`src/rtl/logic_seq_pkg.sv`:
```
// Shared types for the logic-processor command sequencer.
//   cmd_op_e    : command opcodes carried on cmd_op
//   seq_state_e : sequencer FSM states
//   cmd_t       : one queued command {op, data, f, r}
package logic_seq_pkg;

  localparam int unsigned SEQ_DATA_W = 8;
  localparam int unsigned SEQ_F_W    = 3;
  localparam int unsigned SEQ_R_W    = 2;

  typedef enum logic [1:0] {
    OP_LOADA = 2'b00,
    OP_LOADB = 2'b01,
    OP_EXEC  = 2'b10,
    OP_NOP   = 2'b11
  } cmd_op_e;

  typedef enum logic [1:0] {
    ST_IDLE  = 2'b00,
    ST_ISSUE = 2'b01,
    ST_SHIFT = 2'b10,
    ST_DONE  = 2'b11
  } seq_state_e;

  typedef struct packed {
    cmd_op_e                 op;
    logic [SEQ_DATA_W-1:0]   data;
    logic [SEQ_F_W-1:0]      f;
    logic [SEQ_R_W-1:0]      r;
  } cmd_t;

endpackage

```
`src/rtl/logic_op_sequencer_cmd_fifo.sv`:
```
// Synchronous command FIFO with occupancy count.
//   clk, rst       : clock, asynchronous active-high reset
//   i_push/i_wdata : write strobe and command (ignored when full)
//   i_pop          : read strobe (ignored when empty)
//   o_rdata        : head entry (valid when !o_empty)
//   o_count        : occupied entries; o_full / o_empty derived from it
module cmd_fifo
  import logic_seq_pkg::*;
#(
  parameter int unsigned DEPTH = 4,
  parameter int unsigned CNT_W = $clog2(DEPTH + 1)
) (
  input  logic             clk,
  input  logic             rst,
  input  logic             i_push,
  input  cmd_t             i_wdata,
  input  logic             i_pop,
  output cmd_t             o_rdata,
  output logic [CNT_W-1:0] o_count,
  output logic             o_full,
  output logic             o_empty
);

  localparam int unsigned PTR_W = (DEPTH > 1) ? $clog2(DEPTH) : 1;

  cmd_t             r_mem [DEPTH];
  logic [PTR_W-1:0] r_wr_ptr;
  logic [PTR_W-1:0] r_rd_ptr;
  logic [CNT_W-1:0] r_count;
  logic             w_push;
  logic             w_pop;

  assign o_full  = (r_count == CNT_W'(DEPTH));
  assign o_empty = (r_count == '0);
  assign w_push  = i_push && !o_full;
  assign w_pop   = i_pop && !o_empty;
  assign o_rdata = r_mem[r_rd_ptr];
  assign o_count = r_count;

  // Storage array; no reset needed, occupancy is tracked by r_count.
  always_ff @(posedge clk) begin
    if (w_push) r_mem[r_wr_ptr] <= i_wdata;
  end

  // Pointers wrap naturally because DEPTH is a power of two.
  always_ff @(posedge clk or posedge rst) begin
    if (rst) begin
      r_wr_ptr <= '0;
      r_rd_ptr <= '0;
      r_count  <= '0;
    end else begin
      if (w_push) r_wr_ptr <= r_wr_ptr + PTR_W'(1);
      if (w_pop)  r_rd_ptr <= r_rd_ptr + PTR_W'(1);
      case ({w_push, w_pop})
        2'b10:   r_count <= r_count + CNT_W'(1);
        2'b01:   r_count <= r_count - CNT_W'(1);
        default: r_count <= r_count;
      endcase
    end
  end

endmodule

```
`src/rtl/logic_op_sequencer.sv`:
```
// Command-driven sequencer for the 8-bit logic processor datapath.
//   Clk, Reset          : clock, asynchronous active-high reset
//   cmd_valid/cmd_ready : command handshake into the FIFO
//   cmd_op/data/f/r     : command payload
//   Ld_A, Ld_B, D       : register unit parallel-load strobes and data
//   Shift_En            : register A/B shift enable (DATA_W cycles per EXEC)
//   F, R                : compute / router selects from last EXEC
//   busy, done          : activity flag, end-of-EXEC pulse
//   fifo_count          : queued commands
module logic_op_sequencer
  import logic_seq_pkg::*;
#(
  parameter int unsigned DATA_W     = SEQ_DATA_W,
  parameter int unsigned FIFO_DEPTH = 4
) (
  input  logic                             Clk,
  input  logic                             Reset,
  input  logic                             cmd_valid,
  output logic                             cmd_ready,
  input  logic [1:0]                       cmd_op,
  input  logic [DATA_W-1:0]                cmd_data,
  input  logic [2:0]                       cmd_f,
  input  logic [1:0]                       cmd_r,
  output logic                             Ld_A,
  output logic                             Ld_B,
  output logic                             Shift_En,
  output logic [DATA_W-1:0]                D,
  output logic [2:0]                       F,
  output logic [1:0]                       R,
  output logic                             busy,
  output logic                             done,
  output logic [$clog2(FIFO_DEPTH+1)-1:0]  fifo_count
);

  localparam int unsigned CNT_W  = (DATA_W > 1) ? $clog2(DATA_W) : 1;
  localparam int unsigned FCNT_W = $clog2(FIFO_DEPTH + 1);

  seq_state_e          r_state;
  seq_state_e          w_next;
  cmd_op_e             r_op;
  logic [CNT_W-1:0]    r_cnt;
  logic [DATA_W-1:0]   r_d;
  logic [2:0]          r_f;
  logic [1:0]          r_r;
  cmd_t                w_wcmd;
  cmd_t                w_head;
  logic                w_push;
  logic                w_pop;
  logic                w_full;
  logic                w_empty;
  logic [FCNT_W-1:0]   w_count;

  // Ready follows the registered count only, so a full FIFO never accepts
  // in the same cycle as a pop.
  assign cmd_ready = !Reset && !w_full;
  assign w_push    = cmd_valid && cmd_ready;
  assign w_pop     = (r_state == ST_IDLE) && !w_empty;

  assign w_wcmd.op   = cmd_op_e'(cmd_op);
  assign w_wcmd.data = SEQ_DATA_W'(cmd_data);
  assign w_wcmd.f    = cmd_f;
  assign w_wcmd.r    = cmd_r;

  cmd_fifo #(
    .DEPTH (FIFO_DEPTH),
    .CNT_W (FCNT_W)
  ) u_fifo (
    .clk     (Clk),
    .rst     (Reset),
    .i_push  (w_push),
    .i_wdata (w_wcmd),
    .i_pop   (w_pop),
    .o_rdata (w_head),
    .o_count (w_count),
    .o_full  (w_full),
    .o_empty (w_empty)
  );

  // State register.
  always_ff @(posedge Clk or posedge Reset) begin
    if (Reset) r_state <= ST_IDLE;
    else       r_state <= w_next;
  end

  // Next-state logic.
  always_comb begin
    w_next = r_state;
    case (r_state)
      ST_IDLE:  if (!w_empty) w_next = ST_ISSUE;
      ST_ISSUE: w_next = (r_op == OP_EXEC) ? ST_SHIFT : ST_IDLE;
      ST_SHIFT: if (r_cnt == '0) w_next = ST_DONE;
      ST_DONE:  w_next = ST_IDLE;
      default:  w_next = ST_IDLE;
    endcase
  end

  // Command register, datapath selects and shift counter. D/F/R are
  // captured at pop so they are already valid in the ISSUE cycle.
  always_ff @(posedge Clk or posedge Reset) begin
    if (Reset) begin
      r_op  <= OP_NOP;
      r_cnt <= '0;
      r_d   <= '0;
      r_f   <= '0;
      r_r   <= '0;
    end else begin
      if (w_pop) begin
        r_op <= w_head.op;
        if (w_head.op == OP_LOADA || w_head.op == OP_LOADB)
          r_d <= DATA_W'(w_head.data);
        if (w_head.op == OP_EXEC) begin
          r_f <= w_head.f;
          r_r <= w_head.r;
        end
      end
      if (r_state == ST_ISSUE && r_op == OP_EXEC)
        r_cnt <= CNT_W'(DATA_W - 1);
      else if (r_state == ST_SHIFT && r_cnt != '0)
        r_cnt <= r_cnt - CNT_W'(1);
    end
  end

  // Strobes decode from registered state, so Reset clears them at once.
  assign Ld_A       = (r_state == ST_ISSUE) && (r_op == OP_LOADA);
  assign Ld_B       = (r_state == ST_ISSUE) && (r_op == OP_LOADB);
  assign Shift_En   = (r_state == ST_SHIFT);
  assign done       = (r_state == ST_DONE);
  assign busy       = (r_state != ST_IDLE) || !w_empty;
  assign D          = r_d;
  assign F          = r_f;
  assign R          = r_r;
  assign fifo_count = w_count;

endmodule

```
`config.mk`:
```
export PLATFORM = sky130hd
export DESIGN_NAME = logic_op_sequencer
export DESIGN_NICKNAME = d
export VERILOG_FILES = /design/src/rtl/logic_seq_pkg.sv /design/src/rtl/logic_op_sequencer_cmd_fifo.sv /design/src/rtl/logic_op_sequencer.sv
export SDC_FILE = /design/constraint.sdc
export NUM_CORES = 1
export LEC_CHECK = 0
export BUFFER_PORTS_ARGS = -buffer_cell sky130_fd_sc_hd__buf_4
export CAP_MARGIN = 20
export CORE_ASPECT_RATIO = 2
export CORE_UTILIZATION = 40
export CTS_CLUSTER_DIAMETER = 30
export DETAILED_ROUTE_END_ITERATION = 8
export GPL_TIMING_DRIVEN = 0
export HOLD_SLACK_MARGIN = 0.15
export PLACE_DENSITY = 0.67
export SLEW_MARGIN = 10
export SYNTH_ARGS = -nofsm -noshare
export SYNTH_HDL_FRONTEND = slang
export SYNTH_SLANG_ARGS = --single-unit
```
`constraint.sdc`:
```
create_clock -name Clk -period 3.75 [get_ports Clk]
set_input_delay 0.75 -clock Clk [delete_from_list [all_inputs] [get_ports Clk]]
set_output_delay 0.75 -clock Clk [all_outputs]
set_load 0.01 [all_outputs]
```
==> impl_metrics.yaml <==
clock_tree:
  cts.path.max_buffers: 2
  h-tree-depth: 3
  clk-insertion-delay-late_ns: 0.33
  cts_tree: "yes"
  clock-sinks: 87
  postCtsHoldBufs: 0
  path_clk_slew_ns: 0.06
  cts_root_buf: "clkbuf_16"
  cts_setup_buffers: 0
  numCtsBuffers: 9
  cts-resized-gates: 0
global_routing:
  grt_pass1_wl_um: 9320
  antenna_found_initial: 0
  grt_pass1_vias: 1860
  gr-usage-all-layers: 0.151
  grt_overflow_total: 0
  grt_max_degree: 18
cells_and_area:
  final_common_cell: "edfxtp_1"
  antenna_cells: 0
  nets: 257
  layout_common_cells: "edfxtp_1 (60), buf_4 (39), dfrtp_1 (25), mux2_2 (16), mux4_2 (13)"
  nFillCells: 718
  drive_gt1_frac: 0.373
  synthToLayoutAreaGrowth_pct: 21.0
  multi_input_area_um2: 901
  seqCellArea_um2: 2480
power:
  pwr-share-clk: 0.251
  p_per_area_nw_per_um2: 796
  power_uw: 3330
  p_sw_frac: 0.289
  peakVddDrop_mv: 0.339
  power_frac_comb: 0.333
  power_leakage_uw: 0.00161
  p_seq_frac: 0.416
  power.net_switching_uw: 960
  internal_power_uw: 2370
drt:
  drtIter0Drc: 36
  final_antenna_net_count: 0
  first_pass_iters: 4
  wl_um: 5770
  via_count: 1687
  avgViaCountPerCell: 5.05
  wl_per_cell_um: 17.3
  drc_errors: 0
die:
  boundaryPins: 40
  dieWidth_um: 67.7
  die_h_um: 133
  core_um2: 8350
  dieArea_um2: 9040
  row_count: 47
  initial_core_util: 0.414
worst_setup_path:
  endpoint_kind: "output pin"
  critPathKind: "reg2out"
  crit_required_ns: 3.00
  cp_max_fo: 5
  cp.arrival_ns: 1.78
  start_kind: "flop"
synth:
  syn_inst: 180
  synth_nets: 206
  seq_area_frac_synth: 0.717
  synthesis.area_um2: 3460
  yosysTopAreaCell: "edfxtp_1"
  synth-seq-cells: 87
  yosysTopAreaCellShare: 0.521
  synthArstFlopShare: 0.310
  synth-main-ff-cell: "edfxtp_1"
  synthDistinctLibCells: 33
  synth.avg_cell_area_um2: 19.2
  yosys_warnings: 0
  synth_edf_count: 60
  synth_area_leaders: "edfxtp_1 (52%), dfrtp_1 (18%), mux4_2 (8.5%), mux2_2 (5.2%), ha_1 (2.5%)"
flow_run:
  max_cap_violations: 0
sta:
  rsz0062_at_grt: "no"
  clock.fmax_mhz: 395
  drv_slew: 0
  finalSetupViolCount: 0
  finalCriticalPeriod_ns: 2.53
  period_share: 0.675
  finalSetupTns_ns: 0
  fin_worst_skew_ns: 0.00550
  worst_pin_slew_ns: 0.841
  hold_violations: 0
  slew_headroom: 0.439
  setup_ws_ns: 1.22
  hold_slack_ns: 0.487
placement:
  place_hpwl_um: 3970
  dp_slack_ns: 1.02
  place_congestion: 0.772
  portBuffers: 39
hold_path:
  hp-class: "in2async"
status:
  outcome: "finished clean"
[per-layer routing]
metal | global-route usage | vias to the layer above | wire length [µm]
li1 | - | 786 | -
met1 | 0.158 | 853 | 2110
met2 | 0.259 | 35 | 3280
met3 | 0.0334 | 13 | 161
met4 | 0.0957 | 0 | 212
met5 | 0 | - | 0
[state kept, by name, summed over array words and instances (netlist names), named ones only]
register         count
D                    8
u_fifo.r_mem        60
r_state              1
r_op                 2
R                    2
u_fifo.r_wr_ptr      2
r_cnt                3
u_fifo.r_rd_ptr      2
F                    3
u_fifo.o_count       3
[area by class of cell]
type / instances / share of cell area
sequential: 87 / 0.593
clock buffer: 16 / 0.0673
timing repair buffer: 40 / 0.0766
buffer: 7 / 0.00838
multi-input combinational: 75 / 0.215
tap: 98 / 0.0293
inverter: 11 / 0.00987
[worst max-delay path, stage by stage, from the launching register on]
cell and delay (ns):
dfrtp_1 0.43, nor3_1 0.70, nand2_1 0.13, buf_4 0.19
[path summary, 6_finish.rpt]
path | startpoint | end | slack [ns] | depth (start not counted)
hold reg to reg | D[7]$_DFFE_PP0P_ | D[7]$_DFFE_PP0P_ | 0.51 | 1
max in group asynchronous | Reset | r_op[1]$_DFFE_PP1P_ | 2.70 | 3
min in group Clk | D[7]$_DFFE_PP0P_ | D[7]$_DFFE_PP0P_ | 0.51 | 1
setup reg to reg | r_state[0]$_DFFE_PP0P_ | u_fifo.o_count[2]$_DFFE_PP0P_ | 1.25 | 8
hold / removal | Reset | u_fifo.r_wr_ptr[0]$_DFFE_PP0P_ | 0.49 | 2
setup / recovery | u_fifo.o_count[0]$_DFFE_PP0P_ | busy | 1.22 | 3
[per-stage QoR]
stage | instance area [µm²] | util | instances
2_1_floorplan | 3460 | - | 180
3_3_place_gp | 3870 | 0.464 | 317
3_5_place_dp | 3900 | 0.467 | 318
4_1_cts | 4180 | 0.501 | 334
5_1_grt | 4180 | 0.501 | 334
6_report | 4180 | 0.501 | 334
[power by group through the flow]
stage	clock network [µW]	logic (µW)	registers [µW]
after detailed placement	0	1130	1410
after global placement	0	1100	1400
after global routing	893	1230	1410
final	835	1110	1380
after floorplan	0	737	1420
after CTS	851	1140	1390
[cell usage after synthesis, types with 2 or more instances]
library cell	number
nor2_1	3
edfxtp_1	60
xor2_1	4
mux4_1	2
inv_1	11
nand2_1	4
ha_1	7
mux2_2	16
nor3_1	2
xnor2_1	3
dfrtp_1	25
dfstp_2	2
and2_1	5
mux4_2	13
clkbuf_1	4
o211ai_1	2
[logic make-up after synthesis]
family                     synth area share
adders and majority gates            0.0311
buffers and inverters                0.0221
and+or+nand+nor                      0.0467
DFF                                   0.717
AOI/OAI and AO/OA                    0.0101
xor gates and xnor gates             0.0177
muxes                                 0.155
No activity file was read; power rests on OpenSTA's default activity.
